### config.mk
export PLATFORM = sky130hd
export DESIGN_NAME = rst_pulse_gen
export DESIGN_NICKNAME = d
export VERILOG_FILES = /design/src/rtl/rst_pulse_gen_pkg.sv /design/src/rtl/rst_pulse_ack_sync.sv /design/src/rtl/rst_pulse_gen.sv
export SDC_FILE = /design/constraint.sdc
export NUM_CORES = 1
export LEC_CHECK = 0
export CORE_UTILIZATION = 63
export CTS_BUF_LIST = sky130_fd_sc_hd__clkbuf_2 sky130_fd_sc_hd__clkbuf_4 sky130_fd_sc_hd__clkbuf_8
export CTS_CLUSTER_DIAMETER = 40
export CTS_CLUSTER_SIZE = 25
export DETAILED_ROUTE_END_ITERATION = 8
export GPL_TIMING_DRIVEN = 0
export PLACE_DENSITY = 0.86
export SLEW_MARGIN = 20
export SYNTH_ARGS = -nofsm -noshare
export SYNTH_HDL_FRONTEND = slang
export SYNTH_SLANG_ARGS = --single-unit
### constraint.sdc
create_clock -name CLK -period 2.65 [get_ports CLK]
set_input_delay 0.3975 -clock CLK [delete_from_list [all_inputs] [get_ports CLK]]
set_output_delay 0.3975 -clock CLK [all_outputs]
set_load 0.02 [all_outputs]
### src/rtl/rst_pulse_gen_pkg.sv
// Shared types and constants for the reset pulse generator.
package rst_pulse_gen_pkg;

    typedef enum logic [1:0] {
        StIdle    = 2'd0,
        StAssert  = 2'd1,
        StWaitAck = 2'd2
    } state_e;

    // Reset cause codes reported on CAUSE.
    localparam logic [1:0] CauseNone = 2'b00;
    localparam logic [1:0] CauseSw   = 2'b01;
    localparam logic [1:0] CauseWdog = 2'b10;
    localparam logic [1:0] CauseBoth = 2'b11;

    function automatic int unsigned max_u(input int unsigned a, input int unsigned b);
        return (a > b) ? a : b;
    endfunction

endpackage

### src/rtl/rst_pulse_ack_sync.sv
// Flop chain bringing the asynchronous ACK_IN into the reference-clock domain.
module rst_pulse_ack_sync #(
    parameter int unsigned SYNC_STAGES = 2
) (
    input  logic CLK,
    input  logic CLR,
    input  logic D,
    output logic Q
);

    logic [SYNC_STAGES-1:0] sync_q;

    // Shift register with synchronous clear; no enable.
    always_ff @(posedge CLK) begin
        if (CLR) begin
            sync_q <= '0;
        end else begin
            sync_q <= {sync_q[SYNC_STAGES-2:0], D};
        end
    end

    assign Q = sync_q[SYNC_STAGES-1];

endmodule

### src/rtl/rst_pulse_gen.sv
// Reset pulse generator: converts software/watchdog requests into a minimum-width active-low
// reset and reports when the destination domain has come back out of reset.
// Optional feature: define RST_PULSE_GEN_CAUSE_EN to add the CAUSE output and cause register.
module rst_pulse_gen #(
    parameter int unsigned PULSE_CYCLES = 16,
    parameter int unsigned ACK_TIMEOUT  = 256,
    parameter int unsigned SYNC_STAGES  = 2
) (
    input  logic       CLK,
    input  logic       RST,
    input  logic       SW_RST_REQ,
    input  logic       WDOG_REQ,
    input  logic       ACK_IN,
    output logic       RST_OUT_N,
    output logic       BUSY,
    output logic       DONE,
    output logic       TIMEOUT
`ifdef RST_PULSE_GEN_CAUSE_EN
    ,
    output logic [1:0] CAUSE
`endif
);

    import rst_pulse_gen_pkg::*;

    localparam int unsigned CntMax = max_u(PULSE_CYCLES, ACK_TIMEOUT);
    localparam int unsigned CntW   = $clog2(CntMax + 1);

    localparam logic [CntW-1:0] PulseLoad = CntW'(PULSE_CYCLES - 1);
    localparam logic [CntW-1:0] AckLoad   = CntW'(ACK_TIMEOUT - 1);

    state_e          state_q, state_d;
    logic [CntW-1:0] cnt_q, cnt_d;
    logic            rst_out_n_q, rst_out_n_d;
    logic            busy_q, busy_d;
    logic            done_q, done_d;
    logic            timeout_q, timeout_d;
    logic            ack_low_seen_q, ack_low_seen_d;
    logic            ack_s;
    logic            req;

    assign req = SW_RST_REQ | WDOG_REQ;

    rst_pulse_ack_sync #(
        .SYNC_STAGES(SYNC_STAGES)
    ) u_ack_sync (
        .CLK(CLK),
        .CLR(RST),
        .D  (ACK_IN),
        .Q  (ack_s)
    );

    // Next-state and registered-output values for the request/pulse/ack sequence.
    always_comb begin
        state_d        = state_q;
        cnt_d          = cnt_q;
        rst_out_n_d    = rst_out_n_q;
        done_d         = 1'b0;
        timeout_d      = timeout_q;
        ack_low_seen_d = ack_low_seen_q;

        unique case (state_q)
            StIdle: begin
                rst_out_n_d = 1'b1;
                if (req) begin
                    state_d        = StAssert;
                    cnt_d          = PulseLoad;
                    rst_out_n_d    = 1'b0;
                    timeout_d      = 1'b0;
                    ack_low_seen_d = 1'b0;
                end
            end
            StAssert: begin
                rst_out_n_d = 1'b0;
                // Destination should drop its ack while held in reset.
                if (!ack_s) ack_low_seen_d = 1'b1;
                if (req) begin
                    cnt_d = PulseLoad;
                end else if (cnt_q == '0) begin
                    state_d     = StWaitAck;
                    cnt_d       = AckLoad;
                    rst_out_n_d = 1'b1;
                end else begin
                    cnt_d = cnt_q - CntW'(1);
                end
            end
            StWaitAck: begin
                rst_out_n_d = 1'b1;
                if (req) begin
                    state_d        = StAssert;
                    cnt_d          = PulseLoad;
                    rst_out_n_d    = 1'b0;
                    timeout_d      = 1'b0;
                    ack_low_seen_d = 1'b0;
                end else if (ack_s && ack_low_seen_q) begin
                    // Only a high ack that follows an observed low counts as a release.
                    state_d = StIdle;
                    done_d  = 1'b1;
                end else if (cnt_q == '0) begin
                    state_d   = StIdle;
                    timeout_d = 1'b1;
                end else begin
                    cnt_d = cnt_q - CntW'(1);
                    if (!ack_s) ack_low_seen_d = 1'b1;
                end
            end
            default: begin
                state_d = StIdle;
            end
        endcase

        busy_d = (state_d != StIdle);
    end

    // State and output registers; reset starts a full pulse once RST falls.
    always_ff @(posedge CLK) begin
        if (RST) begin
            state_q        <= StAssert;
            cnt_q          <= PulseLoad;
            rst_out_n_q    <= 1'b0;
            busy_q         <= 1'b1;
            done_q         <= 1'b0;
            timeout_q      <= 1'b0;
            ack_low_seen_q <= 1'b0;
        end else begin
            state_q        <= state_d;
            cnt_q          <= cnt_d;
            rst_out_n_q    <= rst_out_n_d;
            busy_q         <= busy_d;
            done_q         <= done_d;
            timeout_q      <= timeout_d;
            ack_low_seen_q <= ack_low_seen_d;
        end
    end

    assign RST_OUT_N = rst_out_n_q;
    assign BUSY      = busy_q;
    assign DONE      = done_q;
    assign TIMEOUT   = timeout_q;

`ifdef RST_PULSE_GEN_CAUSE_EN
    logic [1:0] req_cause;
    logic [1:0] cause_q, cause_d;

    // Encode which request sources are active this cycle.
    always_comb begin
        req_cause = CauseNone;
        if (SW_RST_REQ && WDOG_REQ) req_cause = CauseBoth;
        else if (SW_RST_REQ)        req_cause = CauseSw;
        else if (WDOG_REQ)          req_cause = CauseWdog;
    end

    // Fresh entry latches the sources; while asserting they accumulate.
    always_comb begin
        cause_d = cause_q;
        if (state_q == StAssert) begin
            cause_d = cause_q | req_cause;
        end else if (req) begin
            cause_d = req_cause;
        end
    end

    // Cause register, held through IDLE until the next request.
    always_ff @(posedge CLK) begin
        if (RST) begin
            cause_q <= CauseNone;
        end else begin
            cause_q <= cause_d;
        end
    end

    assign CAUSE = cause_q;
`else
    // Cause tracking compiled out: request sources are not recorded.
`endif

endmodule

After elaboration in Yosys (flattened, before gate mapping)
Index checks and enable logic that the tools add are counted.
Word-level totals
  output and inout port bits: 4
  word-level logic and storage cells: 57
  input port bits: 5
  register bits after elaboration: 18
Operators by class
  reduce and logical (&&, ||, !) cells: 11
  add/subtract/negate cells: 1
  muxes and demuxes: 29
  bitwise logic cells: 2
  equality and inequality tests: 6
Operators with widths (count)
  $mux W9: 6
  $pmux W9 S3: 1
  $mux W1: 12
  $mux W2: 6
  $logic_not A9 Y1: 1
  $ne A3 B3 Y1 const B: 3
  $sub A9 B1 Y9 const B: 1
  $reduce_and A4 Y1: 2
  $pmux W2 S3: 1
  $reduce_bool A2 Y1: 3
  $pmux W1 S2: 2
  $pmux W1 S3: 1
  $reduce_bool A3 Y1: 1
  $reduce_or A3 Y1: 1
  $eq A2 B1 Y1 const B: 1
  $eq A2 B2 Y1 const B: 1
  $logic_not A2 Y1: 1
  $ne A2 B2 Y1 const B: 1
  $reduce_or A2 Y1: 1
  $logic_and A1 B1 Y1: 1
  $not A1 Y1: 1
  $or A1 B1 Y1: 1

Longest topological paths before layout
  word-level depth: 6
  gate-level depth with buffers: 8

By module
A second synthesis with hierarchy kept.
Second synthesis, totals
  cells, all modules: 122
  area, all modules: 1089.8 µm²
By module, submodules not included
  rst_pulse_gen: area an instance 1037.2 µm², instances 1, seq. area each 320.3 µm², cells an instance 118
  rst_pulse_ack_sync: area an instance 52.6 µm², instances 1, seq. area each 40.0 µm², cells an instance 4

Worst setup path after synthesis
OpenSTA, ideal clock, no wires.
  path type: reg2reg
  from: register state_q[1]
  to: register cnt_q[2]
  setup slack: 0.897 ns
  data arrival time: 1.631 ns
  cell stages (with the launch flop): 7
  buffers on the path: 0
  required time: 2.528 ns
  path through: dfxtp_1 > inv_1 > ha_1 > a211o_1 > o22ai_4 > o21ai_0 > a221o_1
On the way
  cells in the longest elaborated chain, start to end: 3
  elaborated cells on any way between the ends: 9
  classes of those cells: eq/ne (5); mux (1); reduce/logical (3)
RTL lines
  start: declaration: line rst_pulse_gen.sv:32  | state_e state_q, state_d;
  start signal: assignment: line rst_pulse_gen.sv:118  | state_q <= StAssert;
  start signal: assignment: line rst_pulse_gen.sv:126  | state_q <= state_d;
  $eq A2 B2 Y1, or another cell as far along: line rst_pulse_gen.sv:62  | unique case (state_q)
  $ne A3 B3 Y1 (no line), or another cell as far along
  $reduce_and A4 Y1 (no line)
  end signal: assignment: line rst_pulse_gen.sv:119  | cnt_q <= PulseLoad;
  end signal: assignment: line rst_pulse_gen.sv:127  | cnt_q <= cnt_d;
  end: declaration: line rst_pulse_gen.sv:33  | logic [CntW-1:0] cnt_q, cnt_d;
Parallel ways exist; a longest one is shown, timed or not.
A chain may end at the register's enable or synchronous reset.

Final worst setup path
  from: register state_q[1]
  to: register cnt_q[8]
The elaborated chain is that of the path after synthesis.

==> impl_summary.log <==
[metrics] share of async-settable or async-resettable flops after synthesis: 0%
[metrics] unrepaired setup endpoints after global routing: false
[metrics] classification of the worst setup path: flop to flop
[metrics] width of the die: about 42 µm
[metrics] hpwl dp: between 1500 and 2000 µm
[metrics] adder-cell share of the synthesized area: 7.43%
[metrics] leakage: 0.451 nW
[metrics] Die Height: about 42 µm
[metrics] total power density per cell area: 438 mW/mm²
[metrics] final setup slack of the worst path: approximately 0.62 ns
[metrics] status: completed
[metrics] Total Negative Setup Slacks: 0 ns
[metrics] row count: 14
[metrics] source-to-sink clock delay at the later pin of the worst-skew pair: between 0.2 and 0.3 ns
[metrics] vias per cell: around 6.4
[metrics] CTS H-Tree Depth: 1
[metrics] Synth warnings: 0
[metrics] average instance area after synthesis: 8.56 µm²
[metrics] data arrival time at the worst-slack endpoint: about 2.2 ns
[metrics] dominant combinational cell family by area after synthesis: compound AO/OA/AOI/OAI gates
[metrics] hold-critical path depth: 1
[metrics] grt ovf: 0
[metrics] drt total wl: 2170 µm
[metrics] post-synthesis simple-gate area fraction: between 20% and 30%
[metrics] Port Buf Inserts: 7
[metrics] worst hold-check path type: flop to flop
[metrics] Compound-Gate Fraction of Synth Area: between 20 and 30%
[metrics] worst path required time: around 2.8 ns
[metrics] Bufs on Longest Clock Path: 2
[metrics] Distinct cells, synth: 36
[metrics] residual DRC count: 0
[metrics] synthesized cell area: just over 0.001 mm²
[metrics] Pre-antenna DRT Iters: 4
[metrics] layout cell share with drive strength beyond 1: 7.03%
[metrics] Final Slew Violations: 0
[metrics] clock tree from TritonCTS: built
[metrics] worst slack after detailed placement: about 0.41 ns
[metrics] Reg2Reg Depth: 7
[metrics] highest ir drop seen on vdd: between 0.0003 and 0.0004 V
[metrics] Post-Syn Nets: roughly 130
[metrics] number of hold buffers added after CTS: 0
[metrics] largest net degree at the start of global routing: 11
[metrics] initial antenna violation count: 0
[metrics] total setup buffers inserted after CTS: 0
[metrics] Slew @ Worst Pin: approximately 0.50 ns
[metrics] Fin Clk Skew: 0.00152 ns
[metrics] clock transition time at the flip-flop clock pins of the worst setup and hold paths: 0.10 ns
[metrics] total of flip-flops plus latches after synthesis: 18
[metrics] endpoint kind of the worst setup timing path: flop
[metrics] synthesis-to-finish area growth: 11.2%
[metrics] post-cts gate resize count: 0
[metrics] Rel. slew slack: between 60% and 70%
[metrics] cell chosen for the clock root: sky130_fd_sc_hd__clkbuf_4
[metrics] sequential fraction of the synthesis area: between 30 and 40%
[metrics] startpoint types: flop
[metrics] Finish-stage setup viols: 0
[metrics] Inserted Diodes: 0
[metrics] vias after detailed routing: 922
[metrics] placeable core region: 0.00151 mm²
[metrics] number of enable flip-flop cells after synthesis: 0
[metrics] GPL Wtd Cong: just over 0.8
[metrics] Max-cap violations: 0
[metrics] Final Hold Viols: 0
[metrics] Peak Freq: 0.493 GHz
[metrics] number of CTS-inserted buffers: 3
[metrics] total die area: approximately 0.0018 mm²
[metrics] multiplexer share of the synthesized area: 0%
[metrics] Antenna Nets Post-Route: 0
[metrics] total routing resource utilization after global routing: between 20% and 30%
[metrics] ratio of final minimum period to clock period: roughly 77%
[metrics] global-route wire length before repair: around 3600 µm
[metrics] critical-path maximum fanout: 7
[metrics] Top FF cell, synth: sky130_fd_sc_hd__dfxtp_1
[metrics] first-iteration detailed-routing DRC count: 41
[metrics] fraction of synthesized cell area in xor and xnor cells: 0%
[metrics] Initial Utilization: 67.0%
[metrics] number of top-level pins: 9
[metrics] Mapped Cells: around 120
[metrics] Num Clock Sinks: 18
[metrics] routed length per instance: roughly 15 µm
[metrics] layout net count: around 140
[metrics] number of global-route vias before repair: between 800 and 900
[metrics] post-layout min period: roughly 2 ns
## synth_stat cells (2+ instances only)
master | count | share of area, %
sky130_fd_sc_hd__nand4_1 | 2 | 1.2
sky130_fd_sc_hd__dfxtp_1 | 18 | 36
sky130_fd_sc_hd__or3_1 | 2 | 1.2
sky130_fd_sc_hd__o21ai_0 | 9 | 4.5
sky130_fd_sc_hd__a211oi_1 | 4 | 3.0
sky130_fd_sc_hd__a21o_1 | 4 | 3.0
sky130_fd_sc_hd__nand2_1 | 5 | 1.9
sky130_fd_sc_hd__a31oi_1 | 4 | 2.5
sky130_fd_sc_hd__nor3_1 | 4 | 2.0
sky130_fd_sc_hd__a32o_1 | 2 | 2.0
sky130_fd_sc_hd__inv_1 | 7 | 2.6
sky130_fd_sc_hd__nor2_1 | 12 | 4.5
sky130_fd_sc_hd__nor2b_1 | 2 | 1.2
sky130_fd_sc_hd__a211o_1 | 3 | 2.6
sky130_fd_sc_hd__ha_1 | 6 | 7.4
sky130_fd_sc_hd__a21oi_1 | 9 | 4.5
sky130_fd_sc_hd__nor4_1 | 2 | 1.2
sky130_fd_sc_hd__clkbuf_1 | 3 | 1.1
sky130_fd_sc_hd__and2_1 | 3 | 1.9
## cell families (layout without fill, tap and decap cells)
| kind of cell | Yosys count | count (layout) |
|---|---|---|
| flops | 18 | 18 |
| fa+ha+maj | 6 | 6 |
| compound gates | 42 | 42 |
| simple gates | 41 | 41 |
| buf+inv | 11 | 21 |
## cell usage in the layout, fill, tap and decap left out, drive strengths merged, types with 5 or more instances in the layout
master / netlist / routed
dfxtp: 18 / 18
nor2: 12 / 12
a21oi: 9 / 9
o21ai: 9 / 9
inv: 7 / 7
clkdlybuf4s50: 0 / 7
ha: 6 / 6
clkbuf: 3 / 6
nand2: 5 / 5
## sequential cells by signal, indices dropped and copies added (netlist names)
register and flops:
state_q 2, TIMEOUT 1, DONE 1, u_ack_sync.sync_q 2, BUSY 1, cnt_q 9, RST_OUT_N 1, ack_low_seen_q 1
## report_power, final
group	switching [W]	internal [W]	total [W]
combinational	0.0000396	0.0000308	0.0000704
clock	0.0000811	0.0000529	0.000134
sequential	0.00000810	0.000280	0.000288
total	0.000129	0.000363	0.000492
## routing by layer
metal	up-vias	part of all wire (%)	track usage (%)
met5	-	0	0
met4	0	1.4	11.9
met3	6	4.6	2.59
met2	34	50	46.6
met1	421	44	31.8
li1	461	-	-
## worst paths after layout
check	start	end	slack (ns)
worst min-delay path	u_ack_sync.sync_q[0]$_SDFF_PP0_	u_ack_sync.sync_q[1]$_SDFF_PP0_	0.45
worst min register to register	u_ack_sync.sync_q[0]$_SDFF_PP0_	u_ack_sync.sync_q[1]$_SDFF_PP0_	0.45
worst max register to register	state_q[1]$_SDFF_PP0_	cnt_q[8]$_SDFFE_PP0P_	0.62
worst max-delay path	state_q[1]$_SDFF_PP0_	cnt_q[8]$_SDFFE_PP0P_	0.62
## area by class of cell
type | count | area, µm²
multi-input cells | 89 | 607
fillers | 139 | 384
flip-flops and latches | 18 | 360
repair buffers | 7 | 70.1
inverters | 7 | 26.3
clock buffers | 3 | 22.5
well taps | 16 | 20.0
plain buffers | 4 | 16.3
## worst max-delay path: stages (launching register included)
cell and delay [ns]:
sky130_fd_sc_hd__dfxtp_1 0.43, sky130_fd_sc_hd__inv_1 0.09, sky130_fd_sc_hd__ha_1 0.25, sky130_fd_sc_hd__nor2_1 0.31
sky130_fd_sc_hd__nand3b_1 0.30, sky130_fd_sc_hd__a21oi_1 0.07, sky130_fd_sc_hd__a211o_1 0.30, sky130_fd_sc_hd__and3_1 0.17
## through the flow
stage	util [%]	std cells	power (W)	cell area, µm²	hold WS (ns)
finish	74.5	144	0.000492	1120	0.449
global route	74.5	144	0.000509	1120	0.478
CTS	74.5	144	0.000495	1120	0.458
detailed placement	73.0	141	0.000363	1100	0.435
global placement	73.0	141	0.000360	1100	0.420
floorplan	-	118	0.000343	1010	0.414
Power figures use the tool's default switching activity.
